## config.mk

```make
export PLATFORM = sky130hd
export DESIGN_NAME = branch_resolver
export DESIGN_NICKNAME = d
export VERILOG_FILES = /design/src/rtl/branch_resolver_pkg.sv /design/src/rtl/branch_resolver_fifo.sv /design/src/rtl/branch_resolver.sv
export SDC_FILE = /design/constraint.sdc
export NUM_CORES = 1
export LEC_CHECK = 0
export ABC_CLOCK_PERIOD_IN_PS = 4200
export BUFFER_PORTS_ARGS = -buffer_cell sky130_fd_sc_hd__buf_2
export CELL_PAD_IN_SITES_DETAIL_PLACEMENT = 2
export CELL_PAD_IN_SITES_GLOBAL_PLACEMENT = 2
export CORE_MARGIN = 1
export CORE_UTILIZATION = 38
export CTS_CLUSTER_DIAMETER = 60
export DETAILED_ROUTE_END_ITERATION = 8
export PLACE_DENSITY_LB_ADDON = 0.1
export SYNTH_ARGS = -nofsm -noshare
export SYNTH_HDL_FRONTEND = slang
export SYNTH_SLANG_ARGS = --single-unit
```

## constraint.sdc

```tcl
create_clock -name clk -period 4.2 [get_ports clk]
set_clock_uncertainty 0.05 [all_clocks]
set_input_delay 0.84 -clock clk [delete_from_list [all_inputs] [get_ports clk]]
set_output_delay 0.84 -clock clk [all_outputs]
set_load 0.01 [all_outputs]
```

## src/rtl/branch_resolver_pkg.sv

```systemverilog
// Shared definitions for the branch resolver: defaults, FSM states and the in-flight prediction entry.
package branch_resolver_pkg;

   localparam int unsigned BR_ADDR_W       = 8;
   localparam int unsigned BR_FIFO_DEPTH   = 4;
   localparam int unsigned BR_FLUSH_CYCLES = 2;
   localparam int unsigned BR_CNT_W        = 16;

   typedef enum logic [0:0] {
      S_IDLE  = 1'b0,
      S_FLUSH = 1'b1
   } br_state_e;

   // One prediction issued at fetch and waiting for EX to resolve it.
   typedef struct packed {
      logic [BR_ADDR_W-1:0] pc;
      logic                 pred;
      logic [BR_ADDR_W-1:0] target;
   } pred_entry_t;

   localparam int unsigned PRED_ENTRY_W = $bits(pred_entry_t);

endpackage

```

## src/rtl/branch_resolver_fifo.sv

```systemverilog
// Synchronous FIFO of in-flight predictions with push/pop/clear; push while full is only taken with a pop.
module branch_resolver_fifo #(
   parameter int unsigned DEPTH  = 4,
   parameter int unsigned DATA_W = 8
) (
   input  logic              clk,
   input  logic              rst_n,
   input  logic              push_i,
   input  logic              pop_i,
   input  logic              clear_i,
   input  logic [DATA_W-1:0] data_i,
   output logic [DATA_W-1:0] data_o,
   output logic              full_o,
   output logic              empty_o
);

   localparam int unsigned PTR_W = (DEPTH > 1) ? $clog2(DEPTH) : 1;
   localparam int unsigned CNT_W = PTR_W + 1;

   logic [DATA_W-1:0] mem_q [DEPTH];
   logic [PTR_W-1:0]  wptr_q, wptr_d;
   logic [PTR_W-1:0]  rptr_q, rptr_d;
   logic [CNT_W-1:0]  count_q, count_d;
   logic              wr_en;
   logic              rd_en;

   assign full_o  = (count_q == CNT_W'(DEPTH));
   assign empty_o = (count_q == '0);
   assign data_o  = mem_q[rptr_q];
   assign wr_en   = push_i & (~full_o | pop_i) & ~clear_i;
   assign rd_en   = pop_i & ~empty_o;

   always_comb begin
      wptr_d  = wptr_q;
      rptr_d  = rptr_q;
      count_d = count_q;
      if (clear_i) begin
         wptr_d  = '0;
         rptr_d  = '0;
         count_d = '0;
      end else begin
         if (wr_en) wptr_d = wptr_q + PTR_W'(1);
         if (rd_en) rptr_d = rptr_q + PTR_W'(1);
         count_d = count_q + CNT_W'(wr_en) - CNT_W'(rd_en);
      end
   end

   always_ff @(posedge clk) begin
      if (!rst_n) begin
         wptr_q  <= '0;
         rptr_q  <= '0;
         count_q <= '0;
      end else begin
         wptr_q  <= wptr_d;
         rptr_q  <= rptr_d;
         count_q <= count_d;
      end
   end

   // Storage needs no reset; validity is tracked by count_q.
   always_ff @(posedge clk) begin
      if (wr_en) mem_q[wptr_q] <= data_i;
   end

endmodule

```

## src/rtl/branch_resolver.sv

```systemverilog
// EX-stage branch resolver: checks the oldest queued prediction against the actual outcome,
// updates the predictor, redirects/flushes on a mispredict and keeps saturating statistics.
module branch_resolver
   import branch_resolver_pkg::*;
#(
   parameter int unsigned FIFO_DEPTH   = BR_FIFO_DEPTH,
   parameter int unsigned FLUSH_CYCLES = BR_FLUSH_CYCLES,
   parameter int unsigned CNT_W        = BR_CNT_W
) (
   input  logic                 clk,
   input  logic                 rst_n,
   input  logic                 if_push_i,
   input  logic [BR_ADDR_W-1:0] if_pc_i,
   input  logic                 if_prediction_i,
   input  logic [BR_ADDR_W-1:0] if_pred_target_i,
   input  logic                 ex_resolve_i,
   input  logic                 ex_taken_i,
   input  logic [BR_ADDR_W-1:0] ex_target_i,
   output logic                 fifo_full_o,
   output logic                 update_predictor_o,
   output logic [BR_ADDR_W-1:0] upd_pc_o,
   output logic                 branch_taken_o,
   output logic [BR_ADDR_W-1:0] branch_addr_o,
   output logic                 redirect_valid_o,
   output logic [BR_ADDR_W-1:0] redirect_pc_o,
   output logic                 flush_o,
   output logic                 seq_err_o,
   output logic [CNT_W-1:0]     branch_count_o,
   output logic [CNT_W-1:0]     mispredict_count_o
);

   localparam int unsigned FCNT_W = (FLUSH_CYCLES > 1) ? $clog2(FLUSH_CYCLES) : 1;

   br_state_e            state_q, state_d;
   logic [FCNT_W-1:0]    fcnt_q, fcnt_d;
   logic                 flush_q, flush_d;
   logic                 upd_q, upd_d;
   logic [BR_ADDR_W-1:0] upc_q, upc_d;
   logic                 btaken_q, btaken_d;
   logic [BR_ADDR_W-1:0] baddr_q, baddr_d;
   logic                 rvalid_q, rvalid_d;
   logic [BR_ADDR_W-1:0] rpc_q, rpc_d;
   logic                 seq_err_q, seq_err_d;
   logic [CNT_W-1:0]     bcnt_q, bcnt_d;
   logic [CNT_W-1:0]     mcnt_q, mcnt_d;

   logic                 fifo_push, fifo_pop, fifo_clear;
   logic                 fifo_full, fifo_empty;
   logic                 accept;
   logic                 mispred;
   pred_entry_t          push_entry;
   pred_entry_t          head;

   assign push_entry  = '{pc: if_pc_i, pred: if_prediction_i, target: if_pred_target_i};
   assign fifo_full_o = fifo_full;

   branch_resolver_fifo #(
      .DEPTH  (FIFO_DEPTH),
      .DATA_W (PRED_ENTRY_W)
   ) u_fifo (
      .clk     (clk),
      .rst_n   (rst_n),
      .push_i  (fifo_push),
      .pop_i   (fifo_pop),
      .clear_i (fifo_clear),
      .data_i  (push_entry),
      .data_o  (head),
      .full_o  (fifo_full),
      .empty_o (fifo_empty)
   );

   // Next-state, queue control and result computation.
   always_comb begin
      state_d    = state_q;
      fcnt_d     = fcnt_q;
      flush_d    = flush_q;
      upd_d      = 1'b0;
      rvalid_d   = 1'b0;
      upc_d      = upc_q;
      btaken_d   = btaken_q;
      baddr_d    = baddr_q;
      rpc_d      = rpc_q;
      seq_err_d  = seq_err_q;
      bcnt_d     = bcnt_q;
      mcnt_d     = mcnt_q;
      fifo_push  = 1'b0;
      fifo_pop   = 1'b0;
      fifo_clear = 1'b0;
      accept     = 1'b0;
      mispred    = 1'b0;

      case (state_q)
         S_IDLE: begin
            flush_d   = 1'b0;
            accept    = ex_resolve_i & ~fifo_empty;
            fifo_pop  = accept;
            fifo_push = if_push_i;
            if ((if_push_i & fifo_full & ~accept) | (ex_resolve_i & fifo_empty)) begin
               seq_err_d = 1'b1;
            end
            if (accept) begin
               mispred  = (head.pred != ex_taken_i) |
                          (head.pred & ex_taken_i & (head.target != ex_target_i));
               upd_d    = 1'b1;
               upc_d    = head.pc;
               btaken_d = ex_taken_i;
               baddr_d  = ex_target_i;
               rpc_d    = ex_taken_i ? ex_target_i : head.pc + BR_ADDR_W'(1);
               bcnt_d   = (bcnt_q == {CNT_W{1'b1}}) ? bcnt_q : bcnt_q + CNT_W'(1);
               if (mispred) begin
                  mcnt_d     = (mcnt_q == {CNT_W{1'b1}}) ? mcnt_q : mcnt_q + CNT_W'(1);
                  rvalid_d   = 1'b1;
                  flush_d    = 1'b1;
                  fifo_clear = 1'b1;
                  state_d    = S_FLUSH;
                  fcnt_d     = FCNT_W'(FLUSH_CYCLES - 1);
               end
            end
         end
         S_FLUSH: begin
            // Wrong-path pushes and resolves are dropped silently here.
            if (fcnt_q == '0) begin
               state_d = S_IDLE;
               flush_d = 1'b0;
            end else begin
               fcnt_d = fcnt_q - FCNT_W'(1);
            end
         end
         default: begin
            state_d = S_IDLE;
            flush_d = 1'b0;
         end
      endcase
   end

   always_ff @(posedge clk) begin
      if (!rst_n) begin
         state_q   <= S_IDLE;
         fcnt_q    <= '0;
         flush_q   <= 1'b0;
         upd_q     <= 1'b0;
         upc_q     <= '0;
         btaken_q  <= 1'b0;
         baddr_q   <= '0;
         rvalid_q  <= 1'b0;
         rpc_q     <= '0;
         seq_err_q <= 1'b0;
         bcnt_q    <= '0;
         mcnt_q    <= '0;
      end else begin
         state_q   <= state_d;
         fcnt_q    <= fcnt_d;
         flush_q   <= flush_d;
         upd_q     <= upd_d;
         upc_q     <= upc_d;
         btaken_q  <= btaken_d;
         baddr_q   <= baddr_d;
         rvalid_q  <= rvalid_d;
         rpc_q     <= rpc_d;
         seq_err_q <= seq_err_d;
         bcnt_q    <= bcnt_d;
         mcnt_q    <= mcnt_d;
      end
   end

   assign update_predictor_o = upd_q;
   assign upd_pc_o           = upc_q;
   assign branch_taken_o     = btaken_q;
   assign branch_addr_o      = baddr_q;
   assign redirect_valid_o   = rvalid_q;
   assign redirect_pc_o      = rpc_q;
   assign flush_o            = flush_q;
   assign seq_err_o          = seq_err_q;
   assign branch_count_o     = bcnt_q;
   assign mispredict_count_o = mcnt_q;

endmodule

```

==> run_summary.xml <==
<?xml version="1.0" encoding="UTF-8"?>
<metrics>
  <group name="run_status">
    <metric name="outcome" unit="">finished, final reports clean</metric>
  </group>
  <group name="sta">
    <metric name="timing_hold_violations_final" unit="">0</metric>
    <metric name="clock.fmax" unit="MHz">299</metric>
    <metric name="slew_headroom" unit="%">43.4</metric>
    <metric name="period_share" unit="%">79.5</metric>
    <metric name="report.final.slew_viol_count" unit="">0</metric>
    <metric name="min_clock_period_post_route" unit="ns">3.34</metric>
    <metric name="fin_tns_setup" unit="ns">0</metric>
    <metric name="rsz0062_at_grt" unit="">no</metric>
    <metric name="setup_violations" unit="">0</metric>
    <metric name="final_critical_path_setup_slack" unit="ns">0.859</metric>
    <metric name="timing_worst_slew_pin_value" unit="ns">0.844</metric>
  </group>
  <group name="cts">
    <metric name="cts_tree" unit="">yes</metric>
    <metric name="cts_sinks" unit="">140</metric>
    <metric name="ctsHoldBuffers" unit="">0</metric>
    <metric name="max-clock-path-buffers" unit="">2</metric>
    <metric name="cts.repair.resized" unit="">0</metric>
    <metric name="postCtsSetupBuffers" unit="">0</metric>
    <metric name="cts_root_buf" unit="">sky130_fd_sc_hd__clkbuf_16</metric>
    <metric name="worst_setup_hold_path_clk_slew" unit="ns">0.06</metric>
    <metric name="number_of_levels_the_h_tree_was_split_into" unit="">4</metric>
    <metric name="tritoncts.num_buffers" unit="">17</metric>
    <metric name="clock_latency" unit="ns">0.42</metric>
  </group>
  <group name="power">
    <metric name="max-vdd-ir-drop" unit="uV">303</metric>
    <metric name="p_per_area" unit="nW/um^2">587</metric>
    <metric name="power.static_leakage" unit="nW">2.74</metric>
  </group>
  <group name="yosys">
    <metric name="synth-main-ff-cell" unit="">sky130_fd_sc_hd__dfxtp_1</metric>
    <metric name="yosysWarningCount" unit="">0</metric>
    <metric name="syn_avg_cell_area" unit="sq um">12.0</metric>
    <metric name="post_synth_mux_area_share" unit="%">8.95</metric>
    <metric name="synth_top_family_by_area" unit="">simple AND/OR/NAND/NOR gates</metric>
    <metric name="synthesis.instances" unit="">495</metric>
    <metric name="synthesis.area" unit="sq um">5950</metric>
    <metric name="post_synth_and_or_nand_nor_area_fraction" unit="%">15.8</metric>
    <metric name="fraction_of_synthesis_flops_using_an_asynchronous_set_or_reset_pin" unit="%">0</metric>
    <metric name="synth_top_area_share" unit="%">34.3</metric>
    <metric name="synthesized_area_fraction_occupied_by_adder_cells" unit="%">2.44</metric>
    <metric name="synth_sequential_area_ratio" unit="%">58.5</metric>
    <metric name="synth-xor-area-share" unit="%">5.00</metric>
    <metric name="synth_cell_type_count" unit="">49</metric>
    <metric name="post_synth_most_frequent_cells" unit="">sky130_fd_sc_hd__nand2_1 (73), sky130_fd_sc_hd__dfxtp_1 (72), sky130_fd_sc_hd__edfxtp_1 (68)</metric>
    <metric name="synth-compound-area-share" unit="%">5.97</metric>
    <metric name="post-synth-top-count-cell" unit="">sky130_fd_sc_hd__nand2_1</metric>
    <metric name="synth_enable_flop_cells" unit="">68</metric>
    <metric name="mapped_nets" unit="">536</metric>
    <metric name="postSynthRegisterBits" unit="">140</metric>
    <metric name="synth_top_cells_by_area" unit="">sky130_fd_sc_hd__edfxtp_1 (34%), sky130_fd_sc_hd__dfxtp_1 (24%), sky130_fd_sc_hd__mux4_1 (7.1%)</metric>
    <metric name="netlist.top_cell.by_area" unit="">sky130_fd_sc_hd__edfxtp_1</metric>
  </group>
  <group name="placement">
    <metric name="placed_cell_count" unit="">781</metric>
    <metric name="io_buffer_count" unit="">91</metric>
    <metric name="routabilityCongestion" unit="">0.722</metric>
    <metric name="dpl_worst_slack" unit="ns">0.774</metric>
    <metric name="dp_hpwl" unit="microns">10800</metric>
  </group>
  <group name="die">
    <metric name="ioPinCount" unit="">92</metric>
    <metric name="die_width" unit="microns">127</metric>
    <metric name="die_footprint" unit="sq um">16200</metric>
    <metric name="floorplan.initialDensity" unit="%">39.0</metric>
    <metric name="die-height" unit="microns">127</metric>
    <metric name="design.core.area" unit="sq um">15300</metric>
    <metric name="rows" unit="">45</metric>
  </group>
  <group name="global_route">
    <metric name="grt_remaining_overflow" unit="">0</metric>
    <metric name="maximum_number_of_pins_on_one_net_before_global_route_repair" unit="">31</metric>
    <metric name="grt_usage" unit="%">20.9</metric>
    <metric name="grt_antenna_before_repair" unit="">0</metric>
    <metric name="wire_length_of_the_first_global_routing_pass" unit="microns">25300</metric>
    <metric name="first_global_vias" unit="">4576</metric>
  </group>
  <group name="detailed_routing">
    <metric name="finalWirelength" unit="microns">15500</metric>
    <metric name="final_ant_viol_nets" unit="">0</metric>
    <metric name="drc" unit="">0</metric>
    <metric name="drt_first_iter_violations" unit="">181</metric>
    <metric name="num_vias" unit="">4235</metric>
    <metric name="avgViaCountPerCell" unit="">5.21</metric>
    <metric name="post_dr_wirelength_cell" unit="microns">19.0</metric>
    <metric name="drt_pass1_iterations" unit="">4</metric>
  </group>
  <group name="worst_setup_path">
    <metric name="worst_path_most_repeated_cell" unit="">sky130_fd_sc_hd__xnor2_1</metric>
    <metric name="criticalPathCategory" unit="">reg -&gt; reg</metric>
    <metric name="timing.critical_path.required" unit="ns">4.46</metric>
    <metric name="cp.arrival" unit="ns">3.60</metric>
    <metric name="crit_path_max_incr_delay" unit="ns">0.61</metric>
    <metric name="critPathLaunchType" unit="">flop</metric>
    <metric name="cp_cell_sequence" unit="">buf_4, mux4_1, xnor2_1, nand4_1, o211ai_1, and3_1, ha_1, fa_1, xnor2_1, xnor2_1, and3_1</metric>
    <metric name="cell_depth_of_the_worst_flop_to_flop_path" unit="">11</metric>
    <metric name="worst_setup_path_end_kind" unit="">flop</metric>
    <metric name="critical_path_peak_fanout" unit="">9</metric>
    <metric name="slowest_stage" unit="">sky130_fd_sc_hd__dfxtp_1</metric>
  </group>
  <group name="finish">
    <metric name="stdcell_count" unit="">813</metric>
    <metric name="drive_above_1_share" unit="%">23.6</metric>
    <metric name="synth_to_final_area_change" unit="%">20.5</metric>
    <metric name="number_of_nets_in_the_finished_design" unit="">630</metric>
    <metric name="postLayoutCoreUtil" unit="%">47.0</metric>
    <metric name="antenna-diode-count" unit="">0</metric>
  </group>
  <group name="min_path">
    <metric name="cells_on_worst_hold_path" unit="">2</metric>
    <metric name="worst_hold_path_type" unit="">reg -&gt; reg</metric>
  </group>
  <group name="flow_run">
    <metric name="drv_cap" unit="">0</metric>
  </group>
</metrics>
==> state kept, by name (all words and copies together), names as in the netlist, named ones only <==
name,cells
mispredict_count_o,16
branch_count_o,16
u_fifo.count_q,3
fcnt_q,1
redirect_pc_o,8
flush_o,1
u_fifo.wptr_q,2
update_predictor_o,1
u_fifo.mem_q,68
u_fifo.rptr_q,2
seq_err_o,1
state_q,1
branch_addr_o,8
branch_taken_o,1
redirect_valid_o,1
upd_pc_o,8
==> routing by layer <==
layer	routed length, microns	GRT usage (%)	vias to the layer above
met4	218	7.77	0
met1	7020	26.9	2115
met3	586	3.94	19
met2	7630	35.1	106
met5	0	0	-
li1	-	-	1995
==> metrics by stage <==
stage	power [mW]	hold slack (ns)	area [sq um]
after floorplan	2.45	0.400	5950
after global placement	2.73	0.394	6600
final	4.21	0.408	7170
after CTS	4.27	0.412	7170
after detailed placement	2.79	0.404	6600
after global routing	4.43	0.441	7170
==> cells in the final DEF (no fill, tap or decap), drive strengths merged, types with 2 or more instances in the layout <==
cell / n
nor2: 25
and4: 5
edfxtp: 68
nand2: 73
nand2b: 6
xnor2: 21
clkinvlp: 5
bufinv: 2
ha: 10
or3: 4
inv: 11
mux2i: 9
dfxtp: 72
and2: 6
nor3b: 2
o31ai: 8
or4: 6
clkinv: 8
nand4: 11
clkbuf: 17
and3: 19
buf: 102
nor3: 3
o211ai: 2
a21oi: 34
xor2: 13
nor4b: 3
o21ai: 8
nand3: 20
mux4: 17
==> final timing paths <==
| kind | from | endpoint | slack [ns] |
|---|---|---|---|
| worst max-delay path | flop | u_fifo.count_q[2] | 0.86 |
| worst min-delay path | upd_pc_o[1] | upd_pc_o[1] | 0.41 |
| worst max register to register | flop | u_fifo.count_q[2] | 0.86 |
| worst min register to register | upd_pc_o[1] | upd_pc_o[1] | 0.41 |
==> kinds of logic after synthesis <==
| logic type | count (synthesis) |
|---|---|
| fa+ha+maj | 11 |
| buf+inv | 38 |
| flops | 140 |
| simple gates | 186 |
| compound gates | 60 |
| mux | 26 |
| xor+xnor | 34 |
==> worst max-delay path, delay by kind of cell (launching register included) <==
kind	cells	cell delay (ns)
fa+ha+maj	2	0.60
mux	1	0.58
buf+inv	1	0.29
xor+xnor	3	0.42
flops	1	0.61
compound gates	1	0.15
simple gates	3	0.52
==> area by class of cell <==
cell class | instances | area (sq um)
repair buffers | 102 | 538
multi-input cells | 317 | 2270
fillers | 1542 | 8090
clock inverters | 15 | 149
inverters | 11 | 41.3
clock buffers | 17 | 425
well taps | 211 | 264
flip-flops and latches | 140 | 3480
==> where the power goes <==
group          total [mW]  internal, mW  switching, mW
Sequential           1.77          1.64          0.122
Clock                1.46         0.870          0.592
Combinational       0.980         0.414          0.566
Total                4.21          2.93           1.28
Power figures use the tool's default switching activity.
